**src/rtl/serial_bit_feeder_if.sv**
```systemverilog
// -----------------------------------------------------------------------------
// serial_bit_feeder_if
// Groups the word-side handshake and the serial-side outputs of the
// serial_bit_feeder into one bundle.
//   master : producer/consumer view (drives data_in/data_valid, observes rest)
//   slave  : feeder view (samples data_in/data_valid, drives the outputs)
// Signals:
//   data_in    [WIDTH]  word to serialise
//   data_valid          producer offers data_in
//   data_ready          holding register empty
//   x_out               serial bit towards the downstream FSM x_in
//   x_valid             x_out carries a word (or parity) bit
//   word_done           final bit of a word is on x_out
//   busy                shifting or holding a word
// -----------------------------------------------------------------------------
interface serial_bit_feeder_if #(
  parameter int WIDTH = 8
);
  logic [WIDTH-1:0] data_in;
  logic             data_valid;
  logic             data_ready;
  logic             x_out;
  logic             x_valid;
  logic             word_done;
  logic             busy;

  modport master (
    output data_in,
    output data_valid,
    input  data_ready,
    input  x_out,
    input  x_valid,
    input  word_done,
    input  busy
  );

  modport slave (
    input  data_in,
    input  data_valid,
    output data_ready,
    output x_out,
    output x_valid,
    output word_done,
    output busy
  );
endinterface

```
**src/rtl/serial_bit_feeder.sv**
```systemverilog
// -----------------------------------------------------------------------------
// serial_bit_feeder
// Parallel-to-serial feeder: accepts WIDTH-bit words over a valid/ready
// handshake into a one-entry holding register and presents them LSB first,
// one bit per clock, on x_out. The holding register lets the next word follow
// the current one without a gap.
//
// Ports:
//   i_clk    rising-edge clock shared with the downstream FSM
//   i_rst_n  asynchronous active-low reset, clears all state
//   bus      serial_bit_feeder_if.slave (data_in, data_valid, data_ready,
//            x_out, x_valid, word_done, busy)
//
// Configuration macro:
//   FEEDER_PARITY_EN  when defined, an even-parity bit (XOR of all WIDTH data
//                     bits) follows every word and word_done marks that bit.
// -----------------------------------------------------------------------------
module serial_bit_feeder #(
  parameter int WIDTH = 8
) (
  input  logic                i_clk,
  input  logic                i_rst_n,
  serial_bit_feeder_if.slave  bus
);

  localparam int             CW      = $clog2(WIDTH + 1);
  localparam logic [CW-1:0]  LP_LAST = CW'(WIDTH - 1);

`ifdef FEEDER_PARITY_EN
  typedef enum logic [1:0] {
    ST_IDLE   = 2'd0,
    ST_SHIFT  = 2'd1,
    ST_PARITY = 2'd2
  } state_t;
`else
  typedef enum logic [1:0] {
    ST_IDLE   = 2'd0,
    ST_SHIFT  = 2'd1
  } state_t;
`endif

`ifdef FEEDER_PARITY_EN
  // Even parity over a full word.
  function automatic logic f_parity(input logic [WIDTH-1:0] d);
    logic p;
    p = 1'b0;
    for (int i = 0; i < WIDTH; i++) begin
      p = p ^ d[i];
    end
    return p;
  endfunction
`endif

  state_t            r_state;
  state_t            w_state_nxt;
  logic [WIDTH-1:0]  r_hold;
  logic [WIDTH-1:0]  w_hold_nxt;
  logic              r_hold_full;
  logic              w_hold_full_nxt;
  logic [WIDTH-1:0]  r_shift;
  logic [WIDTH-1:0]  w_shift_nxt;
  logic [CW-1:0]     r_cnt;
  logic [CW-1:0]     w_cnt_nxt;
`ifdef FEEDER_PARITY_EN
  logic              r_parity;
  logic              w_parity_nxt;
`endif

  logic              w_accept;
  logic              w_last;
  logic              w_load;

  // Next-state logic: word transfer from hold into the shifter, shifting,
  // and acceptance of a new word into the empty holding register.
  always_comb begin
    w_state_nxt     = r_state;
    w_hold_nxt      = r_hold;
    w_hold_full_nxt = r_hold_full;
    w_shift_nxt     = r_shift;
    w_cnt_nxt       = r_cnt;
`ifdef FEEDER_PARITY_EN
    w_parity_nxt    = r_parity;
`endif
    w_load          = 1'b0;
    w_accept        = bus.data_valid & ~r_hold_full;
    w_last          = (r_state == ST_SHIFT) && (r_cnt == LP_LAST);

    case (r_state)
      ST_IDLE: begin
        if (r_hold_full) begin
          w_load = 1'b1;
        end else begin
          w_load = 1'b0;
        end
      end
      ST_SHIFT: begin
        w_shift_nxt = r_shift >> 1;
        w_cnt_nxt   = r_cnt + CW'(1);
        if (w_last) begin
`ifdef FEEDER_PARITY_EN
          w_state_nxt = ST_PARITY;
          w_cnt_nxt   = '0;
`else
          // Last data bit: chain the held word in directly, or fall idle.
          if (r_hold_full) begin
            w_load = 1'b1;
          end else begin
            w_state_nxt = ST_IDLE;
            w_cnt_nxt   = '0;
          end
`endif
        end else begin
          w_state_nxt = ST_SHIFT;
        end
      end
`ifdef FEEDER_PARITY_EN
      ST_PARITY: begin
        // Parity bit is the final cycle of a word; same chaining rule.
        if (r_hold_full) begin
          w_load = 1'b1;
        end else begin
          w_state_nxt = ST_IDLE;
          w_cnt_nxt   = '0;
        end
      end
`endif
      default: begin
        w_state_nxt = ST_IDLE;
        w_cnt_nxt   = '0;
      end
    endcase

    // A transfer needs hold_full=1 and an accept needs hold_full=0, so the
    // two are mutually exclusive on any edge; the transfer frees the hold
    // and data_ready rises for the following cycle.
    if (w_load) begin
      w_shift_nxt     = r_hold;
      w_cnt_nxt       = '0;
      w_state_nxt     = ST_SHIFT;
      w_hold_full_nxt = 1'b0;
`ifdef FEEDER_PARITY_EN
      w_parity_nxt    = f_parity(r_hold);
`endif
    end else if (w_accept) begin
      w_hold_nxt      = bus.data_in;
      w_hold_full_nxt = 1'b1;
    end else begin
      w_hold_full_nxt = r_hold_full;
    end
  end

  // State, hold, shifter and counter registers with asynchronous clear.
  always_ff @(posedge i_clk or negedge i_rst_n) begin
    if (!i_rst_n) begin
      r_state     <= ST_IDLE;
      r_hold      <= '0;
      r_hold_full <= 1'b0;
      r_shift     <= '0;
      r_cnt       <= '0;
`ifdef FEEDER_PARITY_EN
      r_parity    <= 1'b0;
`endif
    end else begin
      r_state     <= w_state_nxt;
      r_hold      <= w_hold_nxt;
      r_hold_full <= w_hold_full_nxt;
      r_shift     <= w_shift_nxt;
      r_cnt       <= w_cnt_nxt;
`ifdef FEEDER_PARITY_EN
      r_parity    <= w_parity_nxt;
`endif
    end
  end

  // Serial-side outputs decoded from registered state only.
  always_comb begin
    bus.x_out     = 1'b0;
    bus.x_valid   = 1'b0;
    bus.word_done = 1'b0;
    case (r_state)
      ST_IDLE: begin
        bus.x_out     = 1'b0;
        bus.x_valid   = 1'b0;
        bus.word_done = 1'b0;
      end
      ST_SHIFT: begin
        bus.x_out     = r_shift[0];
        bus.x_valid   = 1'b1;
`ifdef FEEDER_PARITY_EN
        bus.word_done = 1'b0;
`else
        bus.word_done = (r_cnt == LP_LAST);
`endif
      end
`ifdef FEEDER_PARITY_EN
      ST_PARITY: begin
        bus.x_out     = r_parity;
        bus.x_valid   = 1'b1;
        bus.word_done = 1'b1;
      end
`endif
      default: begin
        bus.x_out     = 1'b0;
        bus.x_valid   = 1'b0;
        bus.word_done = 1'b0;
      end
    endcase
  end

  // Handshake status: ready tracks the empty hold, busy covers any pending work.
  always_comb begin
    bus.data_ready = ~r_hold_full;
    bus.busy       = (r_state != ST_IDLE) | r_hold_full;
  end

endmodule

```
**src/flat_wrapper.sv**
```systemverilog
// flat-port wrapper written by rule: the top's interface ports become plain ports
module serial_bit_feeder_flat 
#(
  parameter int WIDTH = 8
)
  (i_clk, i_rst_n, bus_data_in, bus_data_valid, bus_data_ready, bus_x_out, bus_x_valid, bus_word_done, bus_busy);
  serial_bit_feeder_if #(.WIDTH(WIDTH)) bus_i ();
  input  logic i_clk;
  input  logic i_rst_n;
  input wire logic [$bits(bus_i.data_in)-1:0] bus_data_in;
  input wire logic [$bits(bus_i.data_valid)-1:0] bus_data_valid;
  output wire logic [$bits(bus_i.data_ready)-1:0] bus_data_ready;
  output wire logic [$bits(bus_i.x_out)-1:0] bus_x_out;
  output wire logic [$bits(bus_i.x_valid)-1:0] bus_x_valid;
  output wire logic [$bits(bus_i.word_done)-1:0] bus_word_done;
  output wire logic [$bits(bus_i.busy)-1:0] bus_busy;
  assign bus_i.data_in = bus_data_in;
  assign bus_i.data_valid = bus_data_valid;
  assign bus_data_ready = bus_i.data_ready;
  assign bus_x_out = bus_i.x_out;
  assign bus_x_valid = bus_i.x_valid;
  assign bus_word_done = bus_i.word_done;
  assign bus_busy = bus_i.busy;
  serial_bit_feeder #(.WIDTH(WIDTH)) u_core (.i_clk(i_clk), .i_rst_n(i_rst_n), .bus(bus_i));
endmodule
```
**config.mk**
```make
export PLATFORM = sky130hd
export DESIGN_NAME = serial_bit_feeder_flat
export DESIGN_NICKNAME = d
export VERILOG_FILES = /design/src/rtl/serial_bit_feeder_if.sv /design/src/rtl/serial_bit_feeder.sv /design/src/flat_wrapper.sv
export SDC_FILE = /design/constraint.sdc
export NUM_CORES = 1
export LEC_CHECK = 0
export CORE_UTILIZATION = 40
export DETAILED_ROUTE_END_ITERATION = 8
export MAX_ROUTING_LAYER = met4
export PLACE_DENSITY_LB_ADDON = 0.25
export SKIP_LAST_GASP = 1
export SYNTH_ARGS = -nofsm -noshare
export SYNTH_HDL_FRONTEND = slang
export SYNTH_SLANG_ARGS = --single-unit
export TNS_END_PERCENT = 1
```
**constraint.sdc**
```tcl
create_clock -name i_clk -period 1.83 [get_ports i_clk]
set_input_delay 0.366 -clock i_clk [delete_from_list [all_inputs] [get_ports i_clk]]
set_output_delay 0.366 -clock i_clk [all_outputs]
set_load 0.05 [all_outputs]
```
==> run_results.csv, run 1 <==
group,metric,value,unit
drt,drc,0,
power,combPwrFrac,0.434,
placed_design,portBuffers,15,
sta,fin_tns_setup,0,ns
placed_design,hpwl,1254,µm
synthesis,synth.most_common_cell,"dfrtp_1",
global_routing,grt-ovfl-total,0,
clock_network,clock_sinks,22,
sta,hold_viol_final,0,
clock_network,numCtsBuffers,3,
sta,setup_slack,0.05472,ns
floorplan,initial_core_util,0.4368,
critical_path,cp-end-kind,"output pin",
drt,ant_nets,0,
sta,relSlewSlack,0.7414,
sta,final.min_clock_period,1.775,ns
sta,post-route-period-util,0.9701,
clock_network,cts.clk_slew.worst_paths,0.12,ns
power,swShare,0.3607,
critical_path,crit_arrival,1.41,ns
layout,area_growth,28.05,%
sta,maxSlewViolCount,0,
synthesis,netlist_top_cells_area,"dfrtp_1 55%, mux2i_1 9.0%, mux2_1 9.0%, a221o_1 7.0%, nor2_1 3.4%",
sta,hold_ws,0.3952,ns
clock_network,cts_tree,"built",
synthesis,synthArstFlopShare,1.000,
hold_path,min_path_type,"input port to async pin",
clock_network,clockRootBuffer,"clkbuf_4",
layout,drive_above_1_share,0.1667,
global_routing,grt_antenna_before_repair,0,
power,pwr_density_cell,1557,nW/µm²
sta,setup_viol,0,
synthesis,syn_area,1003,µm²
clock_network,cts_buffer_depth,2,
power,pwr-share-seq,0.434,
synthesis,yosys.area.top_type,"dfrtp_1",
synthesis,synth_edf_count,0,
layout,antenna_cells,0,
drt,viasPerCell,5.331,
floorplan,fp.dieArea,2713,µm²
power,leakage,0.5951,nW
placed_design,routabilityCongestion,0.7166,
synthesis,ys_warn_count,0,
floorplan,ios,16,
global_routing,grt_max_degree,23,
critical_path,critPathKind,"flip-flop to output pin",
clock_network,clk_latency,0.30,ns
floorplan,die_y,52.09,µm
floorplan,die_x,52.09,µm
power,irDropWorstVdd,0.8407,mV
global_routing,grt_pass1_vias,631,
critical_path,r2r_slack,0.22,ns
clock_network,cts.htree.levels,1,
critical_path,path_max_fanout,4,
critical_path,crit_required,1.46,ns
drt,drtIter0Drc,13,
sta,worst_pin_slew,0.3876,ns
synthesis,ys.flop_type,"dfrtp_1",
global_routing,grt_pass1_wl,3036,µm
floorplan,num_rows,17,
critical_path,reg2reg_depth,4,
synthesis,synth_area_per_cell,12.09,µm²
power,power.switching,721.6,µW
critical_path,rr_endpoint,"u_core.r_shift[3]",
sta,skew,0.001794,ns
synthesis,synth-seq-cells,22,
sta,rsz0062_at_grt,"true",
layout,layout.nets,115,
drt,first_pass_iters,4,
synthesis,synthCells,83,
synthesis,synth_top_area_share,0.5486,
critical_path,startpoint_type,"flip-flop",
synthesis,yosysUniqueCellTypes,24,
critical_path,worstReg2RegStart,"u_core.r_cnt[0]",
placed_design,dpl_worst_slack,0.2208,ns
drt,routedWlPerCell,13.47,µm
status,outcome,"complete, no violations",
power,clkPwrFrac,0.132,
global_routing,grtUsageTotal,0.1648,
run,cap_violations,0,
clock_network,post_cts_buffers,0,
synthesis,yosysSeqAreaShare,0.5486,
floorplan,coreArea,2297,µm²
drt,routed_wl,1751,µm
synthesis,synth_commonest_cells,"22 x dfrtp_1, 9 x mux2i_1, 9 x nor2_1",
sta,max_freq,0.5633,GHz
synthesis,synth_nets,95,
power,p_total,2.001,mW
drt,vias,693,
layout,nFillCells,208,
power,internal_power,1.279,mW
-- stage by stage --
| stage | utilization | cell area (µm²) | instances |
|---|---|---|---|
| floorplan | - | 1006 | 83 |
| CTS | 0.5583 | 1282 | 130 |
| detailed placement | 0.5425 | 1246 | 126 |
| finish | 0.5594 | 1285 | 130 |
| global placement | 0.5425 | 1246 | 126 |
| global route | 0.5594 | 1285 | 130 |
-- worst max-delay path by stage --
stage / from / end / slack (ns) / depth (start not counted)
after floorplan: u_core.r_state[0] / bus_x_out / 0.01 / 2
after global routing: u_core.r_cnt[0] / bus_word_done / -0.05 / 4
final: u_core.r_cnt[0] / bus_word_done / 0.05 / 4
after CTS: u_core.r_cnt[0] / bus_word_done / 0.03 / 4
after global placement: bus_data_valid / u_core.r_hold[3] / 0.25 / 4
after detailed placement: bus_data_valid / u_core.r_hold[0] / 0.22 / 4
-- cells in the final DEF (no fill, tap or decap), drive strengths merged --
cell type,instances
mux2i,9
o21ai,4
dfrtp,22
buf,9
and4b,1
mux2,8
nand3b,1
nand3,1
and2,1
nor2b,1
clkdlybuf4s50,10
inv,3
xnor2,1
a21oi,1
nand2,6
a32o,1
a221o,7
o21bai,1
ha,1
clkbuf,4
nor2,10
-- critical path, cell delays in order, from the launching register on --
cell and delay (ns):
dfrtp_1 0.41, ha_1 0.23, nand3b_1 0.16, nor2_2 0.16
buf_12 0.15
-- cell families (layout without fill, tap and decap cells) --
group | after synthesis | in the layout | synth area share
DFF | 22 | 22 | 0.5486
and+or+nand+nor | 21 | 21 | 0.1022
muxes | 17 | 17 | 0.1796
AOI/OAI and AO/OA | 14 | 14 | 0.1122
buffers and inverters | 7 | 26 | 0.03615
adders and majority gates | 1 | 1 | 0.01247
xor gates and xnor gates | 1 | 1 | 0.008730
-- layer usage --
| layer | part of all wire | routed length, µm | global-route usage | up-vias |
|---|---|---|---|---|
| met1 | 0.48 | 833 | 0.2278 | 342 |
| met2 | 0.48 | 832 | 0.2179 | 14 |
| li1 | - | - | - | 335 |
| met3 | 0.041 | 72 | 0.06140 | 2 |
| met4 | 0.0069 | 12 | 0.05856 | 0 |
| met5 | 0 | 0 | - | - |
-- sequential cells by signal, indices dropped and copies added, names as in the netlist --
| signal | count |
|---|---|
| u_core.r_hold | 8 |
| u_core.r_shift | 8 |
| u_core.r_cnt | 4 |
| u_core.r_hold_full | 1 |
| u_core.r_state | 1 |
-- power by group through the flow --
stage | clock network (mW) | registers [mW] | logic [mW]
floorplan | 0 | 0.835 | 0.612
global placement | 0 | 0.869 | 0.859
detailed placement | 0 | 0.871 | 0.883
CTS | 0.277 | 0.867 | 0.882
global route | 0.306 | 0.902 | 0.952
finish | 0.264 | 0.869 | 0.867
-- what timing repair did --
item	in CTS	in global routing
setup endpoints to repair	0	2
hold buffers	0	0
resized for setup	0	1
-- area by class of cell --
class,instances,area [µm²],area share
sequential,22,550.5,0.4284
multi-input combinational,54,421.7,0.3281
timing repair buffer,19,230.2,0.1792
tap,28,35.03,0.02726
clock buffer,4,36.28,0.02824
inverter,3,11.26,0.008763
(Power assumes the default switching activity.)
==> run 2: changes to the inputs <==
CORE_MARGIN = 5   (was not set)
PLACE_DENSITY = 0.61   (was not set)
PLACE_DENSITY_LB_ADDON = not set   (was 0.25)
==> run_results.csv, run 2 (synthesis results as in run 1) <==
group,metric,value,unit
sta,maxSlewViolCount,0,
floorplan,coreArea,2432,µm²
clock_network,cts.clk_slew.worst_paths,0.12,ns
hold_path,min_path_type,"input port to async pin",
sta,max_freq,0.5712,GHz
clock_network,cts_buffer_depth,2,
clock_network,clock_sinks,22,
clock_network,cts.htree.levels,1,
placed_design,hpwl,1284,µm
clock_network,hold_buffers,0,
sta,setup_slack,0.07919,ns
drt,drc,0,
placed_design,dpl_worst_slack,0.2102,ns
floorplan,ios,16,
critical_path,worstReg2RegStart,"u_core.r_cnt[1]",
sta,relSlewSlack,0.7203,
floorplan,die_y,60.09,µm
drt,first_pass_iters,4,
layout,antenna_cells,0,
floorplan,num_rows,18,
clock_network,clockRootBuffer,"clkbuf_4",
drt,viasPerCell,5.233,
critical_path,reg2reg_depth,4,
global_routing,grtUsageTotal,0.1218,
drt,routedWlPerCell,13.74,µm
drt,vias,696,
critical_path,rr_endpoint,"u_core.r_shift[4]",
critical_path,crit_arrival,1.38,ns
global_routing,grt-ovfl-total,0,
layout,area_growth,29.05,%
layout,postLayoutCoreUtil,0.5324,
sta,skew,0.004633,ns
placed_design,placed_area,1249,µm²
critical_path,crit_required,1.46,ns
layout,final_area,1295,µm²
layout,layout.nets,116,
global_routing,grt_antenna_before_repair,0,
drt,routed_wl,1828,µm
layout,top_regs,"u_core.r_hold: 8 flops, u_core.r_shift: 8 flops, u_core.r_cnt: 4 flops",
critical_path,startpoint_type,"flip-flop",
critical_path,r2r_slack,0.20,ns
critical_path,critPathKind,"flip-flop to output pin",
critical_path,cp-end-kind,"output pin",
drt,drtIter0Drc,22,
floorplan,fp.dieArea,3610,µm²
global_routing,grt_pass1_vias,676,
power,irDropWorstVdd,0.9897,mV
global_routing,grt_pass1_wl,3160,µm
clock_network,numCtsBuffers,3,
sta,hold_ws,0.3915,ns
sta,post-route-period-util,0.9567,
layout,drive_above_1_share,0.1748,
drt,ant_nets,0,
critical_path,path_max_fanout,4,
sta,rsz0062_at_grt,"true",
placed_design,routabilityCongestion,0.8057,
layout,final_common_cell,"dfrtp_1",
sta,hold_viol_final,0,
power,leakage,0.6000,nW
global_routing,grt_max_degree,23,
layout,layout_common_cells,"22 x dfrtp_1, 10 x clkdlybuf4s50_1, 9 x mux2i_1",
power,pwr_density_cell,1559,nW/µm²
sta,setup_viol,0,
clock_network,cts_tree,"built",
floorplan,initial_core_util,0.4126,
status,outcome,"complete, no violations",
sta,final.min_clock_period,1.751,ns
floorplan,die_x,60.09,µm
sta,worst_pin_slew,0.4193,ns
run,cap_violations,0,
clock_network,clk_latency,0.30,ns
placed_design,portBuffers,15,
run 2: changes by cell type in the layout (fill, tap and decap cells not counted), sizes merged:
| cell | previous run | this run |
|---|---|---|
| buf | 9 | 10 |
run 2: metrics by stage:
stage                     power (mW)  setup TNS [ns]  std cells
final                          2.018               0        133
after CTS                      2.024               0        132
after global routing           2.168      -0.0005368        133
after global placement         1.734               0        128
after floorplan                1.447               0         83
after detailed placement       1.757               0        128
run 2: area by class of cell:
| type | count | area [µm²] |
|---|---|---|
| well taps | 30 | 37.54 |
| flip-flops and latches | 22 | 550.5 |
| fillers | 230 | 1137 |
| clock buffers | 4 | 36.28 |
| inverters | 3 | 11.26 |
| repair buffers | 20 | 237.7 |
| multi-input cells | 54 | 421.7 |
run 2: timing repair:
action                     in CTS  in global routing
hold endpoints to repair        0                  0
resized for setup               0                  1
setup endpoints to repair       0                  2
setup buffers                   0                  1
run 2: worst max path at each step:
stage                                 start           endpoint  cells past startpoint
after global routing        u_core.r_cnt[1]      bus_word_done                      4
final                       u_core.r_cnt[1]      bus_word_done                      4
after floorplan           u_core.r_state[0]          bus_x_out                      2
after CTS                   u_core.r_cnt[0]      bus_word_done                      4
after detailed placement    u_core.r_cnt[0]  u_core.r_shift[5]                      4
after global placement       bus_data_valid   u_core.r_hold[3]                      4
run 2: worst max-delay path: stages, from the launching register on:
cell and delay [ns]:
dfrtp_1 0.39, ha_1 0.22, nand3b_1 0.16, nor2_2 0.16
buf_12 0.15
run 2: routing by layer:
metal  up-vias  wire [µm]  track usage
met5         -          0            -
met4         0         17      0.03797
met3         2        114      0.04104
met2        16        832       0.1836
met1       339        863       0.1538
li1        339          -            -
run 2: where the power goes:
group          switching (mW)  total (mW)  internal, mW
clock                   0.138       0.260         0.121
combinational           0.419       0.894         0.475
sequential              0.168       0.865         0.697
==> patch (flow settings as in run 1) <==
`WIDTH` is set to 8 in 3 places; all go to 4.
--- a/src/rtl/serial_bit_feeder_if.sv
+++ b/src/rtl/serial_bit_feeder_if.sv
@@ -14,7 +14,7 @@
 //   busy                shifting or holding a word
 // -----------------------------------------------------------------------------
 interface serial_bit_feeder_if #(
-  parameter int WIDTH = 8
+  parameter int WIDTH = 4
 );
   logic [WIDTH-1:0] data_in;
   logic             data_valid;
--- a/src/rtl/serial_bit_feeder.sv
+++ b/src/rtl/serial_bit_feeder.sv
@@ -16,7 +16,7 @@
 //                     bits) follows every word and word_done marks that bit.
 // -----------------------------------------------------------------------------
 module serial_bit_feeder #(
-  parameter int WIDTH = 8
+  parameter int WIDTH = 4
 ) (
   input  logic                i_clk,
   input  logic                i_rst_n,
--- a/src/flat_wrapper.sv
+++ b/src/flat_wrapper.sv
@@ -1,7 +1,7 @@
 // flat-port wrapper written by rule: the top's interface ports become plain ports
 module serial_bit_feeder_flat 
 #(
-  parameter int WIDTH = 8
+  parameter int WIDTH = 4
 )
   (i_clk, i_rst_n, bus_data_in, bus_data_valid, bus_data_ready, bus_x_out, bus_x_valid, bus_word_done, bus_busy);
   serial_bit_feeder_if #(.WIDTH(WIDTH)) bus_i ();
Ports: changed (resized bus_data_in); port bits go from 16 to 12. The function was not compared with the original's and may differ.
==> patch against run 1 <==
- setup slack better by 0.020 ns
- combinational power fell by 14%
- total power down 27%
- global-route usage decreased by 2.5 points
- synthesized cell count fell by 31%
- sequential share of layout area is 2.0 points lower
- count of clock-buffer cells in the layout unchanged
- sequential cell count fell by 9
- cell area decreased by 38%
- synthesized area is 37% lower
- routed wire length decreased by 43%
- core utilization down 2.5 points
- die area fell by 36%
==> patch: results (changes against run 1) <==
Global Route met3 Usage=0.0391 (-0.0223); Port Buffers=11 (-4); DR vias=422 (-39%); sequential power share=0.366 (-0.068); most instantiated cells after synthesis=dfrtp_1, nand2_1, inv_1, o21ai_0; M1 wire length=529 um (-36%); status=finished clean; post-DP HPWL=730 um (-42%); library cells used by synthesis=16 (-33%); post-synthesis sequential area ratio=0.513 (-0.0358); Placed Instances=81 (-36%); Mapped Avg Cell Area=11.1 um^2 (-7.9%); GRT Total Usage=0.139 (-0.0253); r2r setup slk=0.31 ns (+0.09 ns); Via density=4.96 (-6.9%); top post-synthesis cells by area=dfrtp_1, mux2_4, buf_6; VDD IR max=0.887 mV (+5.5%); P_leak=0.374 nW (-37%); GR Util met2=0.156 (-0.0617); post-synthesis xor/xnor area fraction=0 (-0.00873); Routed met2 length=423 um (-49%); sequential power=0.000536 W (-38%); dpl cell area=764 um^2 (-39%); Pint=0.000861 W (-33%); Final nets=79 (-31%); met1 Use GR=0.199 (-0.0283); Detailed Route Iter0 Violations=6 (-7); delay of the slowest critical-path stage=0.39 ns (-0.02 ns); P_comb=0.000749 W (-14%); mux contribution to synthesized area=0.0947 (-0.0849); vias in the first global route=359 (-43%); Clk Latency, worst-skew pair=0.27 ns (-0.03 ns); Slew headroom=0.615 (-0.126); fraction of the mapped netlist area in compound gates=0.144 (+0.0318); adder-cell share of the synthesized area=0.0394 (+0.0270)
## patch: cell types whose count changed after synthesis, sizes merged, moves of 3 or more
cell,run 1,this run
a221o,7,0
o22ai,0,3
dfrtp,22,13
inv,3,6
nor2,10,2
mux2,8,4
mux2i,9,0
a31oi,0,3
## patch: worst min path at each step
stage | startpoint | end | slack, ns | depth (start not counted)
final | i_rst_n | u_core.r_shift[0] | 0.46 | 1
after global routing | i_rst_n | u_core.r_hold_full | 0.48 | 1
after CTS | i_rst_n | u_core.r_shift[0] | 0.47 | 1
after detailed placement | u_core.r_cnt[0] | u_core.r_cnt[0] | 0.50 | 1
after global placement | u_core.r_cnt[1] | u_core.r_cnt[1] | 0.48 | 2
after floorplan | i_rst_n | u_core.r_cnt[0] | 0.07 | 0
## patch: final cells by class
type                    instances  area [um^2]  share of cell area
flip-flops and latches         13          325               0.409
repair buffers                 12          155               0.195
inverters                       6         22.5              0.0283
well taps                      16         20.0              0.0252
multi-input cells              34          246               0.310
clock buffers                   4         26.3              0.0330
